### config.mk
export PLATFORM = sky130hd
export DESIGN_NAME = imem_access_ctrl
export DESIGN_NICKNAME = d
export VERILOG_FILES = /design/src/rtl/imem_access_ctrl.sv
export SDC_FILE = /design/constraint.sdc
export NUM_CORES = 1
export LEC_CHECK = 0
export ABC_AREA = 1
export BUFFER_PORTS_ARGS = -buffer_cell sky130_fd_sc_hd__buf_2
export CAP_MARGIN = 20
export CORE_AREA = 2 2 92 94
export CTS_BUF_LIST = sky130_fd_sc_hd__clkbuf_16
export CTS_CLUSTER_DIAMETER = 200
export DETAILED_ROUTE_END_ITERATION = 6
export DIE_AREA = 0 0 94 96
export PLACE_DENSITY = 0.69
export SLEW_MARGIN = 20
export SYNTH_ARGS = -nofsm -noshare
export SYNTH_HDL_FRONTEND = slang
export SYNTH_SLANG_ARGS = --single-unit
### constraint.sdc
create_clock -name clk_i -period 1.5 [get_ports clk_i]
set_input_delay 0.225 -clock clk_i [delete_from_list [all_inputs] [get_ports clk_i]]
set_output_delay 0.225 -clock clk_i [all_outputs]
set_load 0.02 [all_outputs]
### src/rtl/imem_access_ctrl.sv
`default_nettype none
// imem_access_ctrl: shares a single-port instruction memory between fetch reads and
// loader writes, sequencing BOOT/RUN/DRAIN phases with a loader starvation guard.
module imem_access_ctrl #(
   parameter int NENTRIES = 128,
   parameter int MAX_WAIT = 8
) (
   input  logic        clk_i,
   input  logic        rst_ni,
   input  logic        fetch_req_i,
   input  logic [31:0] fetch_addr_i,
   output logic        fetch_gnt_o,
   output logic        fetch_rvalid_o,
   output logic [31:0] fetch_rdata_o,
   output logic        fetch_err_o,
   input  logic        ld_req_i,
   input  logic [31:0] ld_addr_i,
   input  logic [31:0] ld_data_i,
   output logic        ld_gnt_o,
   output logic        ld_err_o,
   input  logic        boot_done_i,
   input  logic        reload_req_i,
   output logic        core_hold_o,
   output logic [31:0] mem_addr_o,
   output logic [31:0] mem_wdata_o,
   output logic        mem_ren_o,
   output logic        mem_wen_o,
   input  logic [31:0] mem_rdata_i
);

   typedef enum logic [1:0] {
      ST_BOOT  = 2'd0,
      ST_RUN   = 2'd1,
      ST_DRAIN = 2'd2
   } state_t;

   state_t     state, state_nxt;
   logic [7:0] wait_cnt, wait_cnt_nxt;
   logic       rd_pend, rd_err, wr_err;
   logic       fetch_ok, ld_ok, fetch_gnt, ld_gnt;

   assign fetch_ok = (fetch_addr_i[1:0] == 2'b00) && (fetch_addr_i[31:2] < 30'(NENTRIES));
   assign ld_ok    = (ld_addr_i[1:0] == 2'b00) && (ld_addr_i[31:2] < 30'(NENTRIES));

   always_comb begin
      state_nxt    = state;
      fetch_gnt    = 1'b0;
      ld_gnt       = 1'b0;
      wait_cnt_nxt = 8'd0;
      case (state)
         ST_BOOT: begin
            ld_gnt = ld_req_i;
            if (boot_done_i) state_nxt = ST_RUN;
         end
         ST_RUN: begin
            if (ld_req_i && (wait_cnt == 8'(MAX_WAIT))) begin
               ld_gnt = 1'b1;
            end else begin
               fetch_gnt = fetch_req_i;
               ld_gnt    = ld_req_i & ~fetch_req_i;
            end
            // Count refused loader cycles; any grant or idle loader clears the count
            if (ld_req_i && !ld_gnt)
               wait_cnt_nxt = (wait_cnt == 8'(MAX_WAIT)) ? wait_cnt : wait_cnt + 8'd1;
            if (reload_req_i) begin
               state_nxt    = ST_DRAIN;
               wait_cnt_nxt = 8'd0;
            end
         end
         ST_DRAIN: begin
            ld_gnt = ld_req_i;
            // No fetch is granted here, so the only possible read completes this cycle
            state_nxt = ST_BOOT;
         end
         default: state_nxt = ST_BOOT;
      endcase
      if (!rst_ni) begin
         fetch_gnt = 1'b0;
         ld_gnt    = 1'b0;
      end
   end

   always_ff @(posedge clk_i) begin
      if (!rst_ni) begin
         state    <= ST_BOOT;
         wait_cnt <= 8'd0;
         rd_pend  <= 1'b0;
         rd_err   <= 1'b0;
         wr_err   <= 1'b0;
      end else begin
         state    <= state_nxt;
         wait_cnt <= wait_cnt_nxt;
         rd_pend  <= fetch_gnt;
         rd_err   <= fetch_gnt & ~fetch_ok;
         wr_err   <= ld_gnt & ~ld_ok;
      end
   end

   assign fetch_gnt_o = fetch_gnt;
   assign ld_gnt_o    = ld_gnt;
   assign mem_ren_o   = fetch_gnt & fetch_ok;
   assign mem_wen_o   = ld_gnt & ld_ok;
   assign mem_addr_o  = fetch_gnt ? fetch_addr_i : (ld_gnt ? ld_addr_i : 32'd0);
   assign mem_wdata_o = ld_gnt ? ld_data_i : 32'd0;

   // Response outputs are forced quiet while reset is asserted
   assign fetch_rvalid_o = rd_pend & rst_ni;
   assign fetch_err_o    = rd_pend & rd_err & rst_ni;
   assign fetch_rdata_o  = (rd_pend && !rd_err && rst_ni) ? mem_rdata_i : 32'd0;
   assign ld_err_o       = wr_err & rst_ni;
   assign core_hold_o    = (state != ST_RUN) | ~rst_ni;

endmodule
`default_nettype wire

Word-level counts from Yosys, hierarchy flattened --
Cells that the tools add are included.
Word-level totals: register bits after elaboration 13, input bits 134, output and inout port bits 104, word-level logic and storage cells 58
Operators by class: $add $sub $neg 1, order comparisons 2, equal/unequal tests 6, mux-type cells 14, bitwise logic cells 16, reduce and logical (&&, ||, !) cells 14
Operators with widths (number):
- 2-to-1 mux 32 bit | 4
- less-than comparator 30 x 8 -> 1 bit (second input constant) | 2
- bitwise AND 1 bit | 9
- adder 8 x 1 -> 8 bit (second input constant) | 1
- == test 8 x 4 -> 1 bit (second input constant) | 1
- logical AND 1 bit | 6
- zero test 2 bit | 3
- 2-to-1 mux 1 bit | 6
- inverter 1 bit | 6
- 2-to-1 mux 2 bit | 2
- inequality test 2 bit (second input constant) | 2
- case mux 2 bit (2 select lines) | 1
- OR reduction 4 bit | 1
- == test 2 x 1 -> 1 bit (second input constant) | 1
- == test 2 bit (second input constant) | 1
- zero test 1 bit | 2
- inequality test 2 x 1 -> 1 bit (second input constant) | 1
- case mux 1 bit (2 select lines) | 1
- AND reduction 2 bit | 1
- OR reduction 2 bit | 1
- bitwise OR 1 bit | 1

Depth between registers and ports, before layout --
Gate-level depths: netlist (run 1).
word-level depth 8, gate-level depth with buffers 11, depth with buffers taken out 10

Least setup slack after synthesis (run 1) --
OpenSTA, ideal clock, no wires.
path kind flip-flop to output port, start register state[0], end output port mem_addr_o[22], arrival 1.427 ns, data required time 1.275 ns, slack -0.152 ns, stages on the path, launching flop included 8, buffers on the path 1, path through dfxtp_1 -> nand3_1 -> nor2_1 -> nand2_1 -> inv_2 -> buf_2 -> nand2_1 -> nand2_1
On the way: elaborated cells between the ends (all ways) 10, classes of those cells 2 x eq/ne; 6 x mux; 2 x reduce/logical
RTL lines:
- from (decl) | line 37 | state_t state, state_nxt;
- from (signal assigned) | line 91 | state <= state_nxt;
- == test 2 x 1 -> 1 bit | line 50 | case (state)
- 2-to-1 mux 1 bit | line 50
- 2-to-1 mux 1 bit | line 77 | if (!rst_ni) begin
- named net fetch_gnt_o | line 12 | output logic fetch_gnt_o,
- 2-to-1 mux 32 bit | line 103 | assign mem_addr_o = fetch_gnt ? fetch_addr_i : (ld_gnt ? ld_addr_i : 32'd0);
- to (decl) | line 24 | output logic [31:0] mem_addr_o,
The timed path passes the listed nets, and every way through them passes these cells.

Worst setup path after layout (run 1) --
start register wait_cnt[1], end output port mem_wen_o
On the way: cells in the longest elaborated chain, start to end 7
Ends and longest elaborated chain:
- from (decl) | line 38 | logic [7:0] wait_cnt, wait_cnt_nxt;
- from (signal assigned) | line 92 | wait_cnt <= wait_cnt_nxt;
- == test 8 x 4 -> 1 bit | line 56 | if (ld_req_i && (wait_cnt == 8'(MAX_WAIT))) begin
- logical AND 1 bit | line 56
- 2-to-1 mux 1 bit | line 56
- 2-to-1 mux 1 bit | line 50
- case mux 1 bit (2 select lines) | line 50
- 2-to-1 mux 1 bit | line 77
- bitwise AND 1 bit | line 102 | assign mem_wen_o = ld_gnt & ld_ok;
- to (decl) | line 27 | output logic mem_wen_o,
No other way between the ends. The select of a mux whose other input is x is not followed.

==> flow_summary.toml, run 1 <==
[hold_path]
hp-class = "in2reg"
whs_path_depth = 3
hp-start = "reload_req_i"
hold-path-endpoint = "state[1]$_SDFFE_PN0P_"

[yosys]
yosys_warnings = 0
synthesis.area_um2 = 2050
synth_edf_count = 0
syn-num-nets = 504
async_flop_share = 0
ys_types = 29
synth_seq_cells = 13
synthCells = 368
ys_seq_area_frac = 0.127
synth.largest_area_cell = "nor2_4"
syn_area_per_cell_um2 = 5.56
synthFlopType = "dfxtp_1"
netlist.area_leader.share = 0.165
synth_area_leaders = "nor2_4 17%, nand2_1 16%, inv_1 15%, dfxtp_1 13%, nor2_1 12%"

[power]
p_leak_uw = 0.00249
sw_frac_of_total = 0.358
clkPwrFrac = 0.283
ir_drop_v = 0.000258
power.internal_uw = 1130
p_seq_frac = 0.204
p_switching_uw = 628
pwr-share-comb = 0.513
power.density_nw_per_um2 = 407

[setup_path]
r2r_end = "wait_cnt[4]$_SDFFE_PP0P_"
worstPathRequired_ns = 1.27
critical_path.slowest_cell = "dfxtp_2"
path_cells = "inv_2 -> ha_4 -> inv_2 -> nor2_4 -> nand2_2 -> nand2_2 -> nand2_2 -> nand2_4 -> nand2_8 -> buf_12 -> nor2_4 -> buf_6"
r2r_cells = 5
cp-end-kind = "primary output"
rr_startpoint = "state[0]$_SDFFE_PN0P_"
rrSetupSlack_ns = 0.08
critPathMaxFanout = 7
startpoint_type = "flop"
cpPeakStageDelay_ns = 0.32
cp.arrival_ns = 1.68
cpMostUsedCell = "nand2_2"
crit_type = "reg2out"

[timing]
slew_headroom = 0.688
timing.final.crit_share = 1.27
tns_ns = -24.85
rsz0062_at_grt = "true"
fmax_mhz = 526
setup_violations = 68
min_period_ns = 1.90
finalWorstSetupSlack_ns = -0.403
finalMaxSlewViolations = 0
skew_ns = 0.00144
hold_viol = 0
tightest_slew_ns = 0.464

[finish]
most-common-layout-cells = "155 x buf_2, 77 x inv_1, 60 x buf_4, 55 x nor2_1, 53 x nand2_1"
fin_cells = 733
layout_commonest_cell = "buf_2"
num-nets-final = 764
syn2layout_area_growth_pct = 110
drive_above_1_share = 0.590

[grt]
track_usage = 0.181
grt_pass1_vias = 2974
grt-ovfl-total = 0
grt_first_pass_wirelength_um = 13100
grt_max_degree = 34
antenna_found_initial = 1

[floorplan]
fp-row-count = 33
core_um2 = 8050
die_w_um = 94
die_area_um2 = 9020
pin_count = 238
die_h_um = 96
initial_core_util = 0.254

[detailed_routing]
firstDrtPassIters = 4
via_per_inst = 4.33
ant_nets = 0
drt_iter0_markers = 70
route.detailed.drc = 0
wl_per_cell_um = 12.8
wl_um = 9380
via_count = 3174

[clocking]
htreeDepth = 1
cts_tree = "built"
cts_made_buffers = 3
insertion_delay_ns = 0.24
hold_buffers = 0
cts_root_buf = "clkbuf_16"
cts.sinks = 13
clk_pin_slew_worst_paths_ns = 0.04
clockBufferDepth = 2

[status]
failed_checks = "setup timing"
outcome = "finished, violations left"

[placement]
gp_congestion = 0.877
dpl_worst_slack_ns = -0.172
dpl.hpwl_um = 7260
portBuffers = 237
place_inst = 722

[flow_run]
cap_violations = 0
## flip-flops by register name, summed over array words and instances, names as in the netlist
name / count
rd_err: 1
rd_pend: 1
state: 2
wait_cnt: 8
wr_err: 1
## critical path, delay by kind of cell (launching register included)
kind / cells / cell delay [ns]
buffers and inverters: 4 / 0.39
DFF: 1 / 0.32
and+or+nand+nor: 7 / 0.60
adders and majority gates: 1 / 0.12
## metal layers
| metal | GRT usage | share of wire | routed length [um] |
|---|---|---|---|
| met3 | 0.0258 | 0.082 | 765 |
| met4 | 0.0580 | 0.018 | 170 |
| met5 | 0 | 0 | 0 |
| met1 | 0.180 | 0.33 | 3080 |
| met2 | 0.381 | 0.57 | 5360 |
## cells by family after synthesis
group,share of synthesized area
AO/OA/AOI/OAI,0.0134
XOR/XNOR,0.00856
adder cells (fa/ha/maj),0.0122
buffers and inverters,0.216
flip-flops,0.127
AND/OR/NAND/NOR,0.622
## synth_stat cells (2+ instances only)
master / instances
buf_2: 3
nand2_1: 87
clkbuf_1: 6
inv_1: 80
nand2_2: 3
nor3b_1: 2
nor2b_1: 2
nor2_4: 30
inv_2: 5
dfxtp_1: 13
or2_2: 2
nor3_1: 11
ha_1: 2
nand3_1: 39
a21oi_1: 3
buf_12: 3
nor2_1: 63
buf_4: 3
## metrics by stage
stage          hold WS [ns]  instance area [um2]  total power (uW)  utilization
2_1_floorplan         0.337                 2150               777            -
3_3_place_gp          0.452                 3640              1120        0.452
3_5_place_dp          0.460                 3640              1120        0.452
4_1_cts               0.205                 4200              1740        0.521
5_1_grt               0.240                 4310              1850        0.535
6_report              0.206                 4310              1750        0.535
## power groups by stage
stage / logic, uW / registers (uW) / clock network [uW]
floorplan: 414 / 364 / 0
global placement: 753 / 363 / 0
detailed placement: 759 / 364 / 0
CTS: 881 / 357 / 502
global route: 966 / 357 / 524
finish: 901 / 357 / 496
## area by class of cell
| type | count | area (um2) |
|---|---|---|
| inverters | 86 | 330 |
| clock buffers | 3 | 75.1 |
| clock inverters | 1 | 3.75 |
| well taps | 105 | 131 |
| fillers | 755 | 3740 |
| multi-input cells | 254 | 1540 |
| diodes | 1 | 2.50 |
| flip-flops and latches | 13 | 263 |
| repair buffers | 270 | 1960 |
## timing repair
item                       4_1_cts  5_1_grt
setup endpoints to repair       69      102
pin swaps                        2        2
gates resized for setup        128       29
gates cloned                     1        2
buffers inserted                 8        0
## how the worst max path moves through the flow
stage                        startpoint         endpoint  slack (ns)  cells past startpoint
2_1_floorplan  wait_cnt[1]$_SDFFE_PP0P_  mem_wdata_o[10]       -0.06                     11
3_3_place_gp   wait_cnt[1]$_SDFFE_PP0P_  mem_wdata_o[13]       -0.14                     12
3_5_place_dp   wait_cnt[1]$_SDFFE_PP0P_   mem_wdata_o[5]       -0.17                     12
4_1_cts        wait_cnt[1]$_SDFFE_PP0P_        mem_wen_o       -0.40                     12
5_1_grt        wait_cnt[1]$_SDFFE_PP0P_   mem_addr_o[24]       -0.47                     12
6_report       wait_cnt[1]$_SDFFE_PP0P_        mem_wen_o       -0.40                     12
Power figures use the tool's default switching activity.
==> inputs of run 2 (changes only) <==
- ABC_AREA: 1 -> 0
- CORE_AREA: 2 2 92 94 -> 2 2 93 95
- DIE_AREA: 0 0 94 96 -> 0 0 95 97
- PLACE_DENSITY: 0.69 -> 0.59
==> run 2 against run 1 <==
  * The run still ends with setup timing left
  * Core utilization shrank 0.56 points
  * Register-to-register slack lost 0.48 ns
  * Clock-buffer cell count did not move
  * Critical endpoint is now mem_addr_o[4]
  * Largest power group unchanged
==> flow_summary.toml, run 2 <==
[grt]
grt_first_pass_wirelength_um = 13300
grt-ovfl-total = 0
antenna_found_initial = 1
track_usage = 0.181
grt_max_degree = 25
grt_pass1_vias = 2700

[detailed_routing]
via_per_inst = 4.58
drt_iter0_markers = 48
wl_per_cell_um = 15.7
via_count = 2629
wl_um = 9010
firstDrtPassIters = 4
ant_nets = 0
route.detailed.drc = 0

[status]
outcome = "finished, violations left"
failed_checks = "setup timing"

[power]
power.density_nw_per_um2 = 415
p_leak_uw = 0.00222
ir_drop_v = 0.000285

[clocking]
cts.sinks = 13
htreeDepth = 1
clk_pin_slew_worst_paths_ns = 0.04
cts_tree = "built"
clockBufferDepth = 2
cts_made_buffers = 3
insertion_delay_ns = 0.24
cts_root_buf = "clkbuf_16"

[setup_path]
cp-end-kind = "primary output"
rrSetupSlack_ns = -0.40
path_buf_inv = 5
r2r_end = "wr_err$_SDFF_PN0_"
worstPathRequired_ns = 1.27
path_cells = "inv_2 -> ha_1 -> or4b_4 -> nor4b_4 -> o2111a_2 -> buf_4 -> buf_6 -> buf_8 -> a22o_1 -> buf_6"
critical_path.slowest_cell = "or4b_4"
r2r_cells = 8
startpoint_type = "flop"
cpMostUsedCell = "buf_6"
cpPeakStageDelay_ns = 0.46
critical_path.top_delay_family = "simple AND/OR/NAND/NOR gates"
critPathMaxFanout = 6
rr_startpoint = "wait_cnt[0]$_SDFFE_PP0P_"
cp.arrival_ns = 2.32
crit_type = "reg2out"

[yosys]
synth_xor_area_frac = 0.0361
synth_edf_count = 0
synth_compound_area_frac = 0.208
post-synth-top-count-cell = "and2_1"
netlist.area_leader.share = 0.292
ys_types = 29
ys_seq_area_frac = 0.179
async_flop_share = 0
synth_seq_cells = 13
synth.area.mux_share = 0.0138
synth.largest_area_cell = "and2_1"
synthCells = 191
yosys_warnings = 0
syn-num-nets = 327
synthesis.area_um2 = 1460
synth_top_family_by_area = "simple AND/OR/NAND/NOR gates"
synth-simple-area-share = 0.487
synthFlopType = "dfxtp_1"
synth_area_leaders = "and2_1 29%, a22o_1 19%, dfxtp_1 18%, nor4_1 4.3%, nor2_1 3.4%"
synth-adder-area-share = 0.0172
syn_area_per_cell_um2 = 7.62
synthTopCellsByCount = "68 x and2_1, 32 x a22o_1, 13 x dfxtp_1, 13 x nor2_1, 10 x nor4_1"

[hold_path]
whs_path_depth = 2
hp-start = "ld_req_i"
hold-path-endpoint = "rd_pend$_SDFF_PN0_"
hp-class = "in2reg"

[floorplan]
die_w_um = 95
die_area_um2 = 9220
initial_core_util = 0.179
fp-row-count = 33
core_um2 = 8130
die_h_um = 97
pin_count = 238

[placement]
placed_cell_area_um2 = 3170
dpl.hpwl_um = 6220
gp_congestion = 0.844
portBuffers = 237
dpl_worst_slack_ns = -0.828

[timing]
skew_ns = 0.00106
fmax_mhz = 393
finalMaxSlewViolations = 0
rsz0062_at_grt = "true"
timing.final.crit_share = 1.70
slew_headroom = 0.754
setup_violations = 111
min_period_ns = 2.55
hold_viol = 0
finalWorstSetupSlack_ns = -1.05
tightest_slew_ns = 0.366

[finish]
num-nets-final = 605
largest_reg_flops = 8
regMostFlops = "wait_cnt"
multi_input_area_um2 = 1430
final_area_um2 = 4310
reg.largest.list = "wait_cnt x8, state x2"
seq_area_um2 = 264
n_fill_cell = 731
most-common-layout-cells = "137 x buf_2, 105 x buf_6, 66 x and2_4, 31 x buf_4, 21 x a22o_1"
drive_above_1_share = 0.825
syn2layout_area_growth_pct = 196
layout_commonest_cell = "buf_2"

[flow_run]
cap_violations = 0
==> run 2: how the worst max path moves through the flow <==
stage               cells after the start              to                startpoint  slack, ns
floorplan                               7  mem_addr_o[10]  wait_cnt[0]$_SDFFE_PP0P_      -0.75
global placement                        8   mem_addr_o[6]  wait_cnt[0]$_SDFFE_PP0P_      -0.81
detailed placement                      8   mem_addr_o[6]  wait_cnt[0]$_SDFFE_PP0P_      -0.83
CTS                                    10   mem_addr_o[9]  wait_cnt[0]$_SDFFE_PP0P_      -1.09
global route                           10   mem_addr_o[4]  wait_cnt[0]$_SDFFE_PP0P_      -1.11
finish                                 10   mem_addr_o[4]  wait_cnt[0]$_SDFFE_PP0P_      -1.05
==> run 2: final cells by class <==
type                       count  area share
antenna                        1    0.000581
sequential                    13      0.0613
multi-input combinational    161       0.332
inverter                       3     0.00262
tap                          105      0.0305
clock buffer                   3      0.0174
timing repair buffer         287       0.555
clock inverter                 1    0.000872
==> run 2: cell families after synthesis <==
group	Yosys count
simple gates	116
compound gates	35
buf+inv	17
flops	13
xor+xnor	6
mux	2
fa+ha+maj	2
==> run 2: routing by layer <==
layer	vias up	routed length, um	part of all wire	GRT usage
met5	-	0	0	0
met4	0	224	0.025	0.0669
met3	23	761	0.084	0.0358
met2	174	4830	0.54	0.351
met1	1196	3200	0.35	0.184
li1	1236	-	-	-
==> run 2: per-stage QoR <==
step	power, uW	instances	hold slack [ns]	util	setup TNS (ns)
detailed placement	1040	552	0.466	0.390	-58.41
CTS	1760	571	0.240	0.515	-75.01
floorplan	695	191	0.317	-	-51.99
global placement	1030	552	0.451	0.390	-56.08
global route	1870	574	0.233	0.529	-78.72
finish	1790	574	0.235	0.529	-70.96
==> run 2: report_power, final <==
| group | leakage, uW | switching (uW) | internal [uW] | total, uW |
|---|---|---|---|---|
| Sequential | 0.000107 | 5.19 | 353 | 359 |
| Clock | 0.0000423 | 148 | 352 | 500 |
| Combinational | 0.00207 | 396 | 531 | 927 |
==> run 2: what timing repair did <==
action | 4_1_cts | 5_1_grt
setup endpoints to repair | 111 | 111
setup buffers | 8 | 4
gates resized for setup | 251 | 32
gates cloned | 7 | 3
hold endpoints to repair | 0 | 0
hold buffers | 0 | 0
pin swaps | 45 | 25
==> inputs of run 3 (changes only) <==
- BUFFER_PORTS_ARGS: -buffer_cell sky130_fd_sc_hd__buf_2 -> not set
- CORE_AREA: 2 2 93 95 -> 2 2 92 94
- DIE_AREA: 0 0 95 97 -> 0 0 94 96
- DONT_BUFFER_PORTS: not set -> 1
- PLACE_DENSITY: 0.59 -> 0.34
==> run 3 against run 2 <==
  * The flow still finishes with violations (setup timing)
  * Wire length down 17%
  * Clock-buffer cell count unchanged
  * Worst setup slack better by 0.075 ns
  * Sequential share of layout area is 4.1 points higher
  * Fmax is 3.0% higher
  * Largest power group unchanged
  * Die area fell by 2.1%
  * First-iteration DRC count down 27%
  * Clock power down 1%
  * Power down 22%
==> flow_summary.toml, run 3 (synthesis results as in run 2) <==
[floorplan]
die_w_um = 94
die_area_um2 = 9020
fp-row-count = 33
initial_core_util = 0.181
die_h_um = 96
pin_count = 238
core_um2 = 8050

[timing]
skew_ns = 0.000907
tightest_slew_ns = 0.691
finalWorstSetupSlack_ns = -0.971
min_period_ns = 2.47
setup_violations = 79
hold_viol = 0
fmax_mhz = 405
slew_headroom = 0.538
finalMaxSlewViolations = 0
rsz0062_at_grt = "true"
timing.final.crit_share = 1.65

[grt]
antenna_found_initial = 0
grt_max_degree = 18
grt_pass1_vias = 1779
grt-ovfl-total = 0
grt_first_pass_wirelength_um = 10000
track_usage = 0.149

[detailed_routing]
drt_iter0_markers = 35
wl_um = 7460
firstDrtPassIters = 4
via_count = 1714
route.detailed.drc = 0
ant_nets = 0
wl_per_cell_um = 22.9
via_per_inst = 5.27

[flow_run]
cap_violations = 0

[finish]
num-nets-final = 357
reg.largest.list = "wait_cnt x8, state x2"
largest_reg_flops = 8
syn2layout_area_growth_pct = 76.8
final_area_um2 = 2570
regMostFlops = "wait_cnt"
diodes = 0
layout_commonest_cell = "and2_4"
n_fill_cell = 824
drive_above_1_share = 0.691
most-common-layout-cells = "66 x and2_4, 28 x a22o_4, 20 x buf_4, 13 x nor2_1"

[status]
failed_checks = "setup timing"
outcome = "finished, violations left"

[placement]
portBuffers = 0
dpl_worst_slack_ns = -0.845
dpl.hpwl_um = 4830
placed_cell_area_um2 = 1850
gp_congestion = 0.890

[power]
power.density_nw_per_um2 = 538
ir_drop_v = 0.000274
finalPower_uw = 1380
p_leak_uw = 0.00111

[setup_path]
cp.arrival_ns = 2.25
setup.worst_path.start = "wait_cnt[0]$_SDFFE_PP0P_"
rr_startpoint = "wait_cnt[0]$_SDFFE_PP0P_"
crit_type = "reg2out"
cp-end-kind = "primary output"
r2r_cells = 10
critPathMaxFanout = 8
r2r_end = "wr_err$_SDFF_PN0_"
rrSetupSlack_ns = -0.68
startpoint_type = "flop"
crit_end = "mem_addr_o[15]"
worstPathRequired_ns = 1.27

[clocking]
clk_pin_slew_worst_paths_ns = 0.04
insertion_delay_ns = 0.24
cts_root_buf = "clkbuf_16"
htreeDepth = 1
hold_buffers = 0
cts_tree = "built"
clockBufferDepth = 2
cts_made_buffers = 3
cts.sinks = 13

[hold_path]
hp-class = "in2reg"
run 3: changes by cell type in the layout (fill, tap and decap cells not counted), sizes merged:
cell,delta
diode,-1
a21oi,+2
buf,-250
run 3: final cells by class:
type	instances	area (um2)	area share
multi-input cells	163	1580	0.616
repair buffers	37	503	0.196
flip-flops and latches	13	264	0.103
well taps	105	131	0.0511
clock buffers	3	75.1	0.0292
inverters	3	11.3	0.00438
clock inverters	1	3.75	0.00146
run 3: timing repair:
item	in CTS	in global routing
endpoints found under the setup margin	111	111
cloned	8	4
resized for setup	91	28
pin swaps	5	46
buffers inserted	6	2
run 3: through the flow:
| step | hold WS (ns) | util | setup TNS, ns | instances |
|---|---|---|---|---|
| after global routing | 0.0684 | 0.320 | -76.38 | 325 |
| after global placement | 0.340 | 0.230 | -55.61 | 301 |
| after CTS | 0.0765 | 0.299 | -68.57 | 319 |
| after floorplan | 0.317 | - | -51.99 | 191 |
| final | 0.0716 | 0.320 | -67.74 | 325 |
| after detailed placement | 0.326 | 0.230 | -56.95 | 301 |
run 3: routing by layer:
layer,vias up,track usage,routed length [um]
li1,745,-,-
met1,812,0.158,2620
met2,151,0.302,4130
met3,6,0.0321,666
met4,0,0.0266,41
met5,-,0,0
run 3: critical path: stages, from the launching register on:
cell and delay, ns:
dfxtp_2 0.31, inv_2 0.04, ha_1 0.12, or4b_4 0.46, nor4b_4 0.28, o2111a_2 0.27, buf_12 0.16, clkbuf_16 0.17
a22o_4 0.17
run 3: worst min path at each step:
stage	start	end	slack (ns)	depth (start not counted)
3_5_place_dp	ld_req_i	rd_pend$_SDFF_PN0_	0.33	1
6_report	ld_req_i	rd_pend$_SDFF_PN0_	0.07	1
3_3_place_gp	ld_req_i	rd_pend$_SDFF_PN0_	0.34	1
4_1_cts	ld_req_i	rd_pend$_SDFF_PN0_	0.08	1
5_1_grt	ld_req_i	rd_pend$_SDFF_PN0_	0.07	1
2_1_floorplan	ld_req_i	rd_pend$_SDFF_PN0_	0.32	1
run 3: power by group:
part           total, uW  internal, uW  switching [uW]
Sequential           356           353            2.89
Combinational        534           263             271
Clock                494           351             142
